File: src/rtl/apb_mgr_arbiter.sv
// Round-robin arbiter sharing one APB subordinate port between NrMgrs APB managers.
// Latency: request seen in IDLE -> SETUP next cycle -> ACCESS after; 3 cycles/transfer with no wait states.
// Backpressure: losing managers see pready=0 and hold; subordinate waits stretch ACCESS up to the timeout.
module apb_mgr_arbiter #(
  parameter int NrMgrs        = 2,
  parameter int AddrWidth     = 32,
  parameter int DataWidth     = 32,
  parameter int TimeoutCycles = 255
) (
  input  logic                             clk_i,
  input  logic                             rst_ni,
  input  logic [NrMgrs-1:0]                mgr_psel_i,
  input  logic [NrMgrs-1:0]                mgr_penable_i,
  input  logic [NrMgrs-1:0]                mgr_pwrite_i,
  input  logic [NrMgrs-1:0][AddrWidth-1:0] mgr_paddr_i,
  input  logic [NrMgrs-1:0][DataWidth-1:0] mgr_pwdata_i,
  output logic [DataWidth-1:0]             mgr_prdata_o,
  output logic [NrMgrs-1:0]                mgr_pready_o,
  output logic [NrMgrs-1:0]                mgr_pslverr_o,
  output logic                             sub_psel_o,
  output logic                             sub_penable_o,
  output logic                             sub_pwrite_o,
  output logic [AddrWidth-1:0]             sub_paddr_o,
  output logic [DataWidth-1:0]             sub_pwdata_o,
  input  logic [DataWidth-1:0]             sub_prdata_i,
  input  logic                             sub_pready_i,
  input  logic                             sub_pslverr_i
);

  localparam int GntW  = (NrMgrs > 1) ? $clog2(NrMgrs) : 1;
  localparam int TcntW = (TimeoutCycles > 1) ? $clog2(TimeoutCycles + 1) : 1;
  // Counter value seen in the last permitted ACCESS cycle.
  localparam logic [TcntW-1:0] TcntLast =
    (TimeoutCycles == 0) ? '0 : TcntW'(TimeoutCycles - 1);

  typedef enum logic [1:0] {
    IDLE   = 2'd0,
    SETUP  = 2'd1,
    ACCESS = 2'd2
  } state_e;

  state_e            state_q, state_d;
  logic [GntW-1:0]   gnt_q, gnt_d;
  logic [GntW-1:0]   ptr_q, ptr_d;
  logic [TcntW-1:0]  tcnt_q, tcnt_d;

  logic [GntW-1:0]   winner;
  logic [GntW-1:0]   cand;
  logic              found;
  logic              timeout;

  // Managers drive penable for their own protocol; the arbiter sequences the shared port itself.
  logic unused_penable;
  assign unused_penable = ^mgr_penable_i;

  // The granted manager's command fields go straight through to the shared port.
  assign sub_pwrite_o = mgr_pwrite_i[gnt_q];
  assign sub_paddr_o  = mgr_paddr_i[gnt_q];
  assign sub_pwdata_o = mgr_pwdata_i[gnt_q];

  // Round-robin pick: first requester at or after ptr_q, wrapping past the top index.
  always_comb begin
    winner = ptr_q;
    found  = 1'b0;
    cand   = '0;
    for (int i = 0; i < NrMgrs; i++) begin
      cand = GntW'((int'(ptr_q) + i) % NrMgrs);
      if (!found && mgr_psel_i[cand]) begin
        found  = 1'b1;
        winner = cand;
      end
    end
  end

  // Transfer sequencing, completion routing and timeout detection.
  always_comb begin
    state_d       = state_q;
    gnt_d         = gnt_q;
    ptr_d         = ptr_q;
    tcnt_d        = tcnt_q;
    timeout       = 1'b0;
    sub_psel_o    = 1'b0;
    sub_penable_o = 1'b0;
    mgr_pready_o  = '0;
    mgr_pslverr_o = '0;
    mgr_prdata_o  = '0;
    unique case (state_q)
      IDLE: begin
        if (|mgr_psel_i) begin
          gnt_d   = winner;
          state_d = SETUP;
        end
      end
      SETUP: begin
        sub_psel_o = 1'b1;
        tcnt_d     = '0;
        state_d    = ACCESS;
      end
      ACCESS: begin
        sub_psel_o    = 1'b1;
        sub_penable_o = 1'b1;
        timeout       = (TimeoutCycles != 0) && !sub_pready_i && (tcnt_q == TcntLast);
        if (!sub_pready_i) begin
          tcnt_d = tcnt_q + 1'b1;
        end
        if (sub_pready_i || timeout) begin
          // A forced completion reports an error with zeroed read data.
          mgr_pready_o[gnt_q]  = 1'b1;
          mgr_pslverr_o[gnt_q] = sub_pready_i ? sub_pslverr_i : 1'b1;
          mgr_prdata_o         = sub_pready_i ? sub_prdata_i : '0;
          ptr_d                = GntW'((int'(gnt_q) + 1) % NrMgrs);
          state_d              = IDLE;
        end
      end
      default: begin
        state_d = IDLE;
      end
    endcase
  end

  // State, grant, priority pointer and timeout counter registers.
  always_ff @(posedge clk_i or negedge rst_ni) begin
    if (!rst_ni) begin
      state_q <= IDLE;
      gnt_q   <= '0;
      ptr_q   <= '0;
      tcnt_q  <= '0;
    end else begin
      state_q <= state_d;
      gnt_q   <= gnt_d;
      ptr_q   <= ptr_d;
      tcnt_q  <= tcnt_d;
    end
  end

endmodule
File: config.mk
export PLATFORM = sky130hd
export DESIGN_NAME = apb_mgr_arbiter
export DESIGN_NICKNAME = d
export VERILOG_FILES = /design/src/rtl/apb_mgr_arbiter.sv
export SDC_FILE = /design/constraint.sdc
export NUM_CORES = 1
export LEC_CHECK = 0
export CORE_MARGIN = 10
export CORE_UTILIZATION = 21
export CTS_CLUSTER_SIZE = 24
export DETAILED_ROUTE_END_ITERATION = 16
export PLACE_DENSITY = 0.84
export SYNTH_ARGS = -nofsm -noshare
export SYNTH_HDL_FRONTEND = slang
export SYNTH_SLANG_ARGS = --single-unit
File: constraint.sdc
create_clock -name clk_i -period 1.6 [get_ports clk_i]
set_input_delay 0.32 -clock clk_i [delete_from_list [all_inputs] [get_ports clk_i]]
set_output_delay 0.32 -clock clk_i [all_outputs]
set_load 0.02 [all_outputs]
; Word-level counts from Yosys, hierarchy flattened
; Cells that the tools add are included.
[op_classes]
addsub = 3
multipliers = 0
div_mod_pow = 0
order_cmp = 4
n_eq_ne = 6
shifts = 0
n_mux = 29
bitwise = 1
n_reduce_logical = 14
[op_table]
columns = operator, count
row1 = 2-to-1 mux 32 bit, 7
row2 = one-hot mux 8 bit (2 select lines), 1
row3 = 2-to-1 mux 1 bit, 12
row4 = 2-to-1 mux 2 bit, 6
row5 = adder 8 x 1 -> 8 bit (second input constant), 1
row6 = == test 8 bit (second input constant), 1
row7 = 2-to-1 mux 8 bit, 1
row8 = AND reduction 2 bit, 4
row9 = less-than comparator 1 x 2 -> 1 bit (second input constant), 3
row10 = inequality test 2 bit (second input constant), 3
row11 = one-hot mux 2 bit (3 select lines), 1
row12 = OR reduction 2 bit, 2
row13 = logical AND 1 bit, 3
row14 = adder 1 bit (second input constant), 2
row15 = AND 2 bit, 1
row16 = == test 2 x 1 -> 1 bit (second input constant), 1
row17 = == test 2 bit (second input constant), 1
row18 = zero test 1 bit, 2
row19 = zero test 2 bit, 1
row20 = nonzero test 2 bit, 1
row21 = demux 1 bit (select 1 bit), 1
row22 = greater-or-equal comparator 1 bit (second input constant), 1
row23 = logical OR 1 bit, 1
[word_totals]
reg_bits = 12
latchBits = 0
mem_bits_rw = 0
romBits = 0
wordCells = 61
n_memories = 0

; Logic depth before layout (Yosys ltp)
[logic_depth]
ltp_word = 7
mapped_depth = 6
mapped_depth_nobuf = 5

; Worst setup path after synthesis
; No wires, ideal clock.
[synth_timing]
path_kind = register -> output
start = register state_q[0]
end = output mgr_pslverr_o[0]
arrival_ps = 1689
t_required_ps = 1280
slack_ps = -409
path_stages_with_launch = 6
n_path_buf = 1
path_cell_list = dfrtp_1 -> inv_1 -> ha_1 -> buf_2 -> inv_1 -> nor3_1
[synth_via]
elab_chain_cells = 2
[synth_lines]
columns = element, line
row1 = "start, declared", 42  ; state_e state_q, state_d;
row2 = "start signal, assigned", 129  ; state_q <= state_d;
row3 = == test 2 bit, 87  ; unique case (state_q)
row4 = 2-to-1 mux 2 bit, 87
row5 = "end, declared", 19  ; output logic [NrMgrs-1:0] mgr_pslverr_o,
; No other way between the ends.

; Worst setup path in the final report
[layout_timing]
start = register tcnt_q[0]
end = output mgr_pslverr_o[0]
[layout_via]
elab_chain_cells = 5
[layout_lines]
columns = element, line
row1 = "start, declared", 45  ; logic [TcntW-1:0] tcnt_q, tcnt_d;
row2 = "start signal, assigned", 132  ; tcnt_q <= tcnt_d;
row3 = == test 8 bit, 102  ; timeout = (TimeoutCycles != 0) && !sub_pready_i && (tcnt_q == TcntLast);
row4 = logical AND 1 bit, 102
row5 = logical OR 1 bit, 106  ; if (sub_pready_i || timeout) begin
row6 = 2-to-1 mux 2 bit, 106
row7 = 2-to-1 mux 2 bit, 87
; No other way between the ends.

==> flow_metrics.env <==
export IMPL_hold_viol=0
export IMPL_synth_top_family_by_area="multiplexers"
export IMPL_crit_required_ns=1.28
export IMPL_syn_inst=192
export IMPL_fp_dieArea_mm2=0.0125
export IMPL_placed_area_mm2=0.00484
export IMPL_num_nets_final=685
export IMPL_critPathLaunch="tcnt_q[0]"
export IMPL_fmax_mhz=524
export IMPL_status="complete, but fails checks"
export IMPL_synth_edf_count=0
export IMPL_setup_worst_path_class="flop to output pin"
export IMPL_fin_crit_sh=1.19
export IMPL_maxSlewHeadroom=0.793
export IMPL_grt_max_degree=39
export IMPL_p_per_area_mw_per_mm2=1280
export IMPL_synth_nets=367
export IMPL_violations="setup timing"
export IMPL_dpl_hpwl_um=10900
export IMPL_path_clk_slew_ns=0.06
export IMPL_cts_hold_buf=0
export IMPL_ioPinCount=273
export IMPL_dp_slack_ns=-0.696
export IMPL_leakage_nw=2.53
export IMPL_ir_worst_vdd_mv=0.851
export IMPL_clk_latency_ns=0.24
export IMPL_drt_iter0_drc=157
export IMPL_clockBufferDepth=2
export IMPL_wire_per_inst_um=24.3
export IMPL_clock_sinks=12
export IMPL_fin_area_mm2=0.00571
export IMPL_yosysWarnings=0
export IMPL_final_util=0.699
export IMPL_grt_ovfl_total=0
export IMPL_setup_viol_count_final=106
export IMPL_die_h_um=112
export IMPL_maxCapViolCount=0
export IMPL_synthAdderAreaFrac=0.0355
export IMPL_synth_seq_area_share=0.170
export IMPL_ys_async_sr_fraction=1.00
export IMPL_cp_max_fo=2
export IMPL_drcViolationCount=0
export IMPL_coreArea_mm2=0.00818
export IMPL_crit_path_end_kind="output pin"
export IMPL_yosys_most_used_dff="dfrtp_1"
export IMPL_vias=2903
export IMPL_die_x_um=112
export IMPL_root_buffer="clkbuf_8"
export IMPL_ys_ff_latch=12
export IMPL_setup_ws_ns=-0.309
export IMPL_wl_um=14900
export IMPL_yosysUniqueCellTypes=33
export IMPL_r2r_start="state_q[0]"
export IMPL_netlist_area_mm2=0.00176
export IMPL_syn_to_final_growth_pct=224
export IMPL_initial_utilization=0.215
export IMPL_drive_above_1_share=0.552
export IMPL_slew_violations=0
export IMPL_ant_nets=0
export IMPL_tightest_slew_ns=0.306
export IMPL_drtPass1Iterations=4
export IMPL_p_total_w=0.00732
export IMPL_htreeDepth=1
export IMPL_multi_input_area_mm2=0.00172
export IMPL_cts_tree="done"
export IMPL_worstHoldPathType="primary input to async pin"
export IMPL_finalNonFillerCells=614
export IMPL_globalplace_congestion=0.839
export IMPL_viasPerCell=4.73
export IMPL_cts_made_buffers=3
export IMPL_io_buffers=270
export IMPL_antenna_found_initial=0
export IMPL_arrival_ns=1.59
export IMPL_fin_skew_ns=0.00227
export IMPL_synth_compound_area_share=0.106
export IMPL_period_needed_ns=1.91
export IMPL_grtUsageTotal=0.189
export IMPL_seqCellArea_um2=302
export IMPL_rsz0062_at_grt="true"
export IMPL_placedCellCount=576
export IMPL_rows=33
export IMPL_worst_setup_path_start_kind="flop"
export IMPL_synth_mux_area_fraction=0.430
export IMPL_fillCellCount=573
export IMPL_first_global_vias=2959
export IMPL_worstRegToRegCells=8
export IMPL_syn_area_per_cell_um2=9.18
export IMPL_grt_pass1_wl_um=18800
export IMPL_synthSimpleGateAreaFrac=0.201
export IMPL_synth_xor_area_share=0
export IMPL_antenna_cells=0
==> power by group <==
group | total (W) | leakage (nW) | switching [W] | internal (W)
Combinational | 0.00652 | 2.34 | 0.00278 | 0.00374
Clock | 0.000333 | 0.0288 | 0.000116 | 0.000217
Sequential | 0.000466 | 0.157 | 0.0000896 | 0.000376
==> layout by cell type, fill, tap and decap left out, types with 3 or more instances in the layout <==
cell type        netlist  routed
nand2_1                9       9
ha_4                   0       3
mux2_4                 1      25
a21oi_1                4       4
and3_1                32       3
clkdlybuf4s50_1        0     166
buf_6                  0      91
buf_12                 0       9
buf_8                  0       5
nor2_1                 6       4
dfrtp_1               12      11
buf_2                  9      11
mux2_2                65      41
o211ai_1               4       4
clkbuf_8               0       4
inv_1                  7       5
and3_4                 0      28
buf_4                  1      38
clkbuf_16              0       7
==> state kept, by name, summed over array words and instances, names as in the netlist <==
| signal | count |
|---|---|
| ptr_q | 1 |
| state_q | 2 |
| gnt_q | 1 |
| tcnt_q | 8 |
==> critical path, stage by stage (launching register included) <==
cell and delay [ns]:
dfrtp_1 0.40, inv_2 0.09, ha_4 0.16, nand3_4 0.06
o31a_4 0.36, nor3_4 0.13, buf_6 0.14
==> per-stage QoR <==
stage	setup TNS, ns	hold WS, ns
after CTS	-16.72	0.386
after floorplan	-0.248	0.0244
final	-19.32	0.379
after global placement	-41.19	0.503
after global routing	-23.49	0.401
after detailed placement	-43.27	0.510
==> final cells by class <==
class	count	area share
sequential	12	0.0528
clock buffer	4	0.00964
multi-input combinational	157	0.301
inverter	7	0.00460
timing repair buffer	329	0.609
tap	105	0.0230
==> worst paths after layout <==
check | to | slack, ns
worst min register to register | ptr_q | 0.56
min in group clk_i | ptr_q | 0.56
worst max-delay path | mgr_pslverr_o[0] | -0.31
worst min-delay path | tcnt_q[6] | 0.38
max in group asynchronous | gnt_q | 1.04
worst max register to register | tcnt_q[5] | -0.15
==> routing by layer <==
metal / wire, um / vias up / track usage
li1: - / 1354 / -
met1: 5450 / 1384 / 0.199
met2: 8220 / 157 / 0.364
met3: 1170 / 8 / 0.0628
met4: 80 / 0 / 0.0231
met5: 0 / - / 0
==> cell families after synthesis <==
group                    after synthesis
AO/OA/AOI/OAI                         24
adder cells (fa/ha/maj)                5
buffers and inverters                 23
flip-flops                            12
multiplexers                          67
AND/OR/NAND/NOR                       61
==> cell usage after synthesis, types with 3 or more instances <==
cell | count | area share
dfrtp_1 | 12 | 0.17
buf_2 | 9 | 0.026
and3_1 | 32 | 0.11
nand2_1 | 9 | 0.019
o31ai_1 | 3 | 0.013
mux2_2 | 65 | 0.42
clkbuf_1 | 6 | 0.013
a21oi_1 | 4 | 0.011
inv_1 | 7 | 0.015
ha_1 | 5 | 0.036
o211ai_1 | 4 | 0.017
nor3_1 | 3 | 0.0085
nor2_1 | 6 | 0.013
==> repair_timing <==
item | 4_1_cts | 5_1_grt
buffers inserted | 11 | 14
resized for setup | 441 | 228
endpoints found under the setup margin | 105 | 111
gates cloned | 1 | 9
pin swaps | 3 | 8
(Power assumes the default switching activity.)
